`src/rtl/trace_pkg.sv`:
```
// Shared types for the execution-trace buffer: FSM state encoding, entry layout, flag bits.
package trace_pkg;

  typedef enum logic [1:0] {
    IDLE    = 2'd0,
    ARMED   = 2'd1,
    CAPTURE = 2'd2,
    DONE    = 2'd3
  } state_e;

  localparam int FLAG_BRANCH = 1;
  localparam int FLAG_WE     = 0;

  localparam int ENTRY_XLEN = 32;

  // Reference layout of one trace entry at the default width; the RAM word uses the same field order.
  typedef struct packed {
    logic [ENTRY_XLEN-1:0] pc;
    logic [31:0]           instr;
    logic [ENTRY_XLEN-1:0] alu;
    logic [ENTRY_XLEN-1:0] wdata;
    logic [1:0]            flags;
  } entry_t;

endpackage

```
`src/rtl/trace_ram.sv`:
```
// Simple dual-port trace storage: one write port, one read port with registered output.
module trace_ram #(
  parameter int WIDTH  = 130,
  parameter int DEPTH  = 16,
  parameter int ADDR_W = $clog2(DEPTH)
) (
  input  logic              clk,
  input  logic              we_i,
  input  logic [ADDR_W-1:0] waddr_i,
  input  logic [WIDTH-1:0]  wdata_i,
  input  logic [ADDR_W-1:0] raddr_i,
  output logic [WIDTH-1:0]  rdata_o
);

  logic [WIDTH-1:0] mem_q [DEPTH];

  always_ff @(posedge clk) begin
    if (we_i) mem_q[waddr_i] <= wdata_i;
    rdata_o <= mem_q[raddr_i];
  end

endmodule

```
`src/rtl/exec_trace_buffer.sv`:
```
// Execution-trace capture: immediate or PC-triggered circular capture, frozen in DONE for readout.
// Build option EXEC_TRACE_FILTER_EN stores only branch/write-back samples (trigger sample always kept).
module exec_trace_buffer
  import trace_pkg::*;
#(
  parameter int XLEN   = 32,
  parameter int DEPTH  = 16,
  parameter int ADDR_W = $clog2(DEPTH)
) (
  input  logic              clk,
  input  logic              rst_n,
  input  logic              arm,
  input  logic              mode,
  input  logic [XLEN-1:0]   trig_pc,
  input  logic [ADDR_W:0]   post_count,
  input  logic              valid_in,
  input  logic [XLEN-1:0]   pc_in,
  input  logic [31:0]       instr_in,
  input  logic [XLEN-1:0]   alu_in,
  input  logic [XLEN-1:0]   wdata_in,
  input  logic              branch_in,
  input  logic              reg_we_in,
  input  logic [ADDR_W-1:0] rd_addr,
  output logic [XLEN-1:0]   rd_pc,
  output logic [31:0]       rd_instr,
  output logic [XLEN-1:0]   rd_alu,
  output logic [XLEN-1:0]   rd_wdata,
  output logic [1:0]        rd_flags,
  output logic [1:0]        state,
  output logic              done,
  output logic              wrapped,
  output logic [ADDR_W:0]   entry_count,
  output logic [ADDR_W-1:0] trig_index
);

  localparam int EW = 3*XLEN + 34;
  localparam logic [ADDR_W:0] FULL    = (ADDR_W+1)'(DEPTH);
  localparam logic [ADDR_W:0] CNT_ONE = (ADDR_W+1)'(1);

  state_e            state_q, state_d;
  logic [ADDR_W-1:0] wptr_q, wptr_d;
  logic [ADDR_W:0]   count_q, count_d;
  logic              wrapped_q, wrapped_d;
  logic              mode_q, mode_d;
  logic [XLEN-1:0]   trig_pc_q, trig_pc_d;
  logic [ADDR_W:0]   post_q, post_d;
  logic [ADDR_W:0]   remain_q, remain_d;
  logic [ADDR_W-1:0] trig_phys_q, trig_phys_d;
  logic [ADDR_W-1:0] trig_index_q, trig_index_d;
  logic              rd_valid_q, rd_valid_d;

  logic              we, keep, hit, go_done;
  logic [ADDR_W:0]   post_eff;
  logic [ADDR_W-1:0] oldest_q, oldest_d, rd_phys;
  logic [EW-1:0]     wr_word, rd_word;

`ifdef EXEC_TRACE_FILTER_EN
  assign keep = branch_in | reg_we_in;
`else
  assign keep = 1'b1;
`endif

  always_comb begin
    post_eff = post_count;
    if (post_count == '0)        post_eff = CNT_ONE;
    else if (post_count > FULL)  post_eff = FULL;
  end

  assign hit = (state_q == ARMED) && (pc_in == trig_pc_q);

  always_comb begin
    state_d      = state_q;
    wptr_d       = wptr_q;
    count_d      = count_q;
    wrapped_d    = wrapped_q;
    mode_d       = mode_q;
    trig_pc_d    = trig_pc_q;
    post_d       = post_q;
    remain_d     = remain_q;
    trig_phys_d  = trig_phys_q;
    trig_index_d = trig_index_q;
    we           = 1'b0;
    go_done      = 1'b0;
    oldest_d     = '0;

    if (arm) begin
      wptr_d       = '0;
      count_d      = '0;
      wrapped_d    = 1'b0;
      mode_d       = mode;
      trig_pc_d    = trig_pc;
      post_d       = post_eff;
      remain_d     = post_eff;
      trig_phys_d  = '0;
      trig_index_d = '0;
      state_d      = mode ? ARMED : CAPTURE;
    end else if (valid_in) begin
      unique case (state_q)
        ARMED: begin
          we = keep | hit;
          if (hit) begin
            trig_phys_d = wptr_q;
            remain_d    = post_q - CNT_ONE;
            if (post_q == CNT_ONE) go_done = 1'b1;
            else                   state_d = CAPTURE;
          end
        end
        CAPTURE: begin
          we = keep;
          if (keep) begin
            remain_d = remain_q - CNT_ONE;
            if (remain_q == CNT_ONE) go_done = 1'b1;
          end
        end
        default: ;
      endcase
    end

    if (we) begin
      wptr_d = wptr_q + 1'b1;
      if (count_q == FULL) wrapped_d = 1'b1;
      else                 count_d   = count_q + CNT_ONE;
    end

    // Trigger position is converted to a logical index against the final oldest pointer.
    if (go_done) begin
      state_d      = DONE;
      oldest_d     = (count_d == FULL) ? wptr_d : '0;
      trig_index_d = mode_q ? (trig_phys_d - oldest_d) : '0;
    end
  end

  assign oldest_q   = (count_q == FULL) ? wptr_q : '0;
  assign rd_phys    = oldest_q + rd_addr;
  assign rd_valid_d = ({1'b0, rd_addr} < count_q);

  always_ff @(posedge clk) begin
    if (!rst_n) begin
      state_q      <= IDLE;
      wptr_q       <= '0;
      count_q      <= '0;
      wrapped_q    <= 1'b0;
      mode_q       <= 1'b0;
      trig_pc_q    <= '0;
      post_q       <= CNT_ONE;
      remain_q     <= '0;
      trig_phys_q  <= '0;
      trig_index_q <= '0;
      rd_valid_q   <= 1'b0;
    end else begin
      state_q      <= state_d;
      wptr_q       <= wptr_d;
      count_q      <= count_d;
      wrapped_q    <= wrapped_d;
      mode_q       <= mode_d;
      trig_pc_q    <= trig_pc_d;
      post_q       <= post_d;
      remain_q     <= remain_d;
      trig_phys_q  <= trig_phys_d;
      trig_index_q <= trig_index_d;
      rd_valid_q   <= rd_valid_d;
    end
  end

  assign wr_word = {pc_in, instr_in, alu_in, wdata_in, branch_in, reg_we_in};

  trace_ram #(
    .WIDTH  (EW),
    .DEPTH  (DEPTH),
    .ADDR_W (ADDR_W)
  ) u_ram (
    .clk     (clk),
    .we_i    (we),
    .waddr_i (wptr_q),
    .wdata_i (wr_word),
    .raddr_i (rd_phys),
    .rdata_o (rd_word)
  );

  // RAM output is not reset; the registered valid bit masks it to zero.
  always_comb begin
    rd_pc    = '0;
    rd_instr = '0;
    rd_alu   = '0;
    rd_wdata = '0;
    rd_flags = '0;
    if (rd_valid_q) {rd_pc, rd_instr, rd_alu, rd_wdata, rd_flags} = rd_word;
  end

  assign state       = state_q;
  assign done        = (state_q == DONE);
  assign wrapped     = wrapped_q;
  assign entry_count = count_q;
  assign trig_index  = trig_index_q;

endmodule

```
`config.mk`:
```
export PLATFORM = sky130hd
export DESIGN_NAME = exec_trace_buffer
export DESIGN_NICKNAME = d
export VERILOG_FILES = /design/src/rtl/trace_pkg.sv /design/src/rtl/trace_ram.sv /design/src/rtl/exec_trace_buffer.sv
export SDC_FILE = /design/constraint.sdc
export NUM_CORES = 2
export LEC_CHECK = 0
export CORE_ASPECT_RATIO = 1.5
export CORE_MARGIN = 3
export CORE_UTILIZATION = 30
export CTS_CLUSTER_SIZE = 24
export DETAILED_ROUTE_END_ITERATION = 16
export GPL_TIMING_DRIVEN = 0
export MAX_ROUTING_LAYER = met4
export PLACE_DENSITY = 0.54
export SYNTH_ARGS = -nofsm -noshare
export SYNTH_HDL_FRONTEND = slang
export SYNTH_SLANG_ARGS = --single-unit
export TNS_END_PERCENT = 30
```
`constraint.sdc`:
```
create_clock -name clk -period 4.8 [get_ports clk]
set_clock_uncertainty 0.1 [all_clocks]
set_input_delay 0.72 -clock clk [delete_from_list [all_inputs] [get_ports clk]]
set_output_delay 0.72 -clock clk [all_outputs]
set_load 0.005 [all_outputs]
```
==> load_flow_metrics.sql <==
INSERT INTO impl_metrics (metric_group, metric, value, unit) VALUES
('critical_path', 'setup.worst_path.class', 'reg -> reg', ''),
('clock_network', 'holdBufCountCts', '0', ''),
('die', 'die_span_y', '661', 'microns'),
('power_and_ir_drop', 'total_leakage_power', '0.0329', 'uW'),
('critical_path', 'worst-path-buf-inv', '5', ''),
('die', 'rows', '239', ''),
('die', 'num_io_pins', '319', ''),
('routing', 'wl_per_cell', '26.9', 'microns'),
('place', 'place_congestion', '0.766', ''),
('timing', 'period_share', '95.6', '%'),
('routing', 'routed_wirelength', '237000', 'microns'),
('clock_network', 'setup_buffers_after_cts', '0', ''),
('place', 'port_buffers', '317', ''),
('clock_network', 'clock_tree.buffer_depth', '4', ''),
('clock_network', 'clk_root_buffer_cell', 'clkbuf_16', ''),
('critical_path', 'crit_path_top_delay_cell', 'xor2_1', ''),
('finish', 'final_util', '36.2', '%'),
('power_and_ir_drop', 'irDropWorstVdd', '322', 'uV'),
('power_and_ir_drop', 'power_per_cell_area', '407', 'nW/um^2'),
('logic_synthesis', 'synthFlopType', 'edfxtp_1', ''),
('clock_network', 'cts.repair.resized', '31', ''),
('critical_path', 'cpLargestDelayFamily', 'buffers and inverters', ''),
('logic_synthesis', 'synth_area_per_cell', '20.0', 'sq um'),
('clock_network', 'cts-htree-levels', '4', ''),
('critical_path', 'critPathRequiredTime', '5370', 'ps'),
('power_and_ir_drop', 'net-switching-power', '8900', 'uW'),
('routing', 'via_cell_ratio', '4.86', ''),
('routing', 'detailroute.via_count', '42820', ''),
('critical_path', 'timing.critical_path.arrival', '5160', 'ps'),
('critical_path', 'startpoint_type', 'register', ''),
('logic_synthesis', 'postSynth.asyncResetShare', '0', '%'),
('grt', 'initial_antenna_violation_count', '31', ''),
('power_and_ir_drop', 'share_comb_of_total_power', '5.0', '%'),
('timing', 'finalSetupTns', '0', 'ps'),
('logic_synthesis', 'synthCells', '4283', ''),
('finish', 'num-fill-cells', '26447', ''),
('critical_path', 'worst_path_largest_cell_delay', '590', 'ps'),
('grt', 'vias_in_the_first_global_route', '45726', ''),
('grt', 'grt_first_pass_wirelength', '338000', 'microns'),
('die', 'die_area', '292000', 'sq um'),
('finish', 'final-seq-area', '66300', 'sq um'),
('timing', 'final_max_slew_viol_count', '0', ''),
('critical_path', 'worstSetupEndpointType', 'register', ''),
('routing', 'detail_route.first_pass.iterations', '5', ''),
('place', 'hpwlAfterDp', '153000', 'microns'),
('timing', 'final.min_clock_period', '4590', 'ps'),
('finish', 'layout.nets', '5077', ''),
('finish', 'multi_input_comb_area', '18500', 'sq um'),
('timing', 'hold_viol_final', '0', ''),
('logic_synthesis', 'synth_cell_type_count', '49', ''),
('run_status', 'run_status', 'completed', ''),
('finish', 'mostFrequentLayoutCell', 'edfxtp_1', ''),
('clock_network', 'tritoncts.num_buffers', '229', ''),
('logic_synthesis', 'mapped_nets', '4483', ''),
('timing', 'final-setup-viol-count', '0', ''),
('finish', 'layout-drive-gt1-share', '20.4', '%'),
('finish', 'layout.cells.most_common_list', 'edfxtp_1 (2080), nand2_1 (540), mux4_2 (520)', ''),
('clock_network', 'worstSkewPairLatency', '870', 'ps'),
('logic_synthesis', 'synthesis.area', '85800', 'sq um'),
('die', 'core', '283000', 'sq um'),
('power_and_ir_drop', 'pwr-share-seq', '52.2', '%'),
('logic_synthesis', 'number_of_synthesized_register_bits', '2274', ''),
('die', 'dieWidth', '443', 'microns'),
('logic_synthesis', 'synth_warnings', '0', ''),
('finish', 'area_delta_synth_final', '19.6', '%'),
('finish', 'post-route-cell-area', '103000', 'sq um'),
('timing', 'maxSlewHeadroom', '26.1', '%'),
('routing', 'initialDrtViolationCount', '3634', ''),
('grt', 'grt_use_total', '16.5', '%'),
('critical_path', 'setup.reg_to_reg.worst_slack', '210', 'ps'),
('grt', 'grt_overflow', '0', '');
==> routing by layer <==
metal / global-route usage [%] / wire length (microns) / share of wire [%]
met1: 19.9 / 94600 / 40
met2: 28.9 / 124000 / 52
met3: 2.91 / 13400 / 5.6
met4: 3.79 / 5380 / 2.3
met5: - / 0 / 0
==> metrics by stage <==
step	hold WS, ps	setup WS, ps	power, uW	cells
global route	290	7.41	43200	8814
CTS	230	7.51	42300	8802
finish	269	209	41800	8818
detailed placement	364	-895	24400	8385
floorplan	359	-238	23300	4283
global placement	367	-4940	24400	8335
==> cells in the mapped netlist, drive strengths merged, types with 3 or more instances <==
| cell type | count | area [sq um] |
|---|---|---|
| o21ai | 10 | 50.1 |
| inv | 23 | 86.3 |
| and3 | 135 | 845 |
| nor3 | 18 | 90.1 |
| nand3 | 6 | 30.0 |
| nand3b | 4 | 30.0 |
| mux2i | 35 | 350 |
| buf | 64 | 322 |
| xnor2 | 13 | 121 |
| nand4 | 5 | 31.3 |
| nand2b | 4 | 25.0 |
| a31oi | 131 | 820 |
| ha | 22 | 275 |
| dfxtp | 194 | 3880 |
| or2 | 3 | 18.8 |
| xor2 | 39 | 342 |
| o211ai | 6 | 45.0 |
| edfxtp | 2080 | 62500 |
| nand2 | 540 | 2030 |
| nor2 | 58 | 218 |
| nor4 | 10 | 77.6 |
| clkbuf | 168 | 631 |
| and2 | 144 | 902 |
| mux4 | 520 | 11700 |
| a21oi | 25 | 125 |
| a21o | 3 | 22.5 |
==> power groups by stage <==
stage / combinational [uW] / clock, uW / sequential [uW]
final: 2110 / 17900 / 21800
after global placement: 2130 / 0 / 22300
after global routing: 2290 / 19100 / 21800
after detailed placement: 2170 / 0 / 22300
after CTS: 2170 / 18300 / 21800
after floorplan: 1050 / 0 / 22200
==> flip-flops by register name (all words and copies together) (netlist names) <==
register and cells:
rd_valid_q 1, trig_index 4, trig_pc_q 32, entry_count 5, u_ram.mem_q 2080, trig_phys_q 4
mode_q 1, u_ram.rdata_o 130, remain_q 5, post_q 5, state 2, wptr_q 4
wrapped 1
==> final cells by class <==
cell class / count / area share (%)
clock buffers: 302 / 6.11
repair buffers: 367 / 4.37
multi-input cells: 1754 / 18.0
plain buffers: 228 / 0.990
well taps: 3735 / 4.55
flip-flops and latches: 2274 / 64.7
inverters: 23 / 0.0841
diodes: 16 / 0.0390
clock inverters: 119 / 1.18
==> worst min-delay path: stages <==
cell and delay (ps):
clkbuf_1 160, a21oi_1 190, and2_1 140
==> worst paths after layout <==
check,cells past startpoint,end,start
setup / recovery,14,u_ram.rdata_o[38],entry_count[0]
hold / removal,3,wptr_q[3],arm
setup reg to reg,14,u_ram.rdata_o[38],entry_count[0]
hold reg to reg,2,wrapped,wrapped
==> cell families (layout without fill, tap and decap cells) <==
| family | count (synthesis) | in the layout | share of synthesized area, % |
|---|---|---|---|
| flip-flops | 2274 | 2274 | 77.4 |
| AND/OR/NAND/NOR | 938 | 938 | 5.12 |
| multiplexers | 556 | 556 | 14.1 |
| buffers and inverters | 255 | 1039 | 1.21 |
| AO/OA/AOI/OAI | 184 | 184 | 1.33 |
| XOR/XNOR | 52 | 52 | 0.540 |
| adder cells (fa/ha/maj) | 24 | 24 | 0.368 |
| other | 0 | 16 | 0 |
Power figures use the tool's default switching activity.
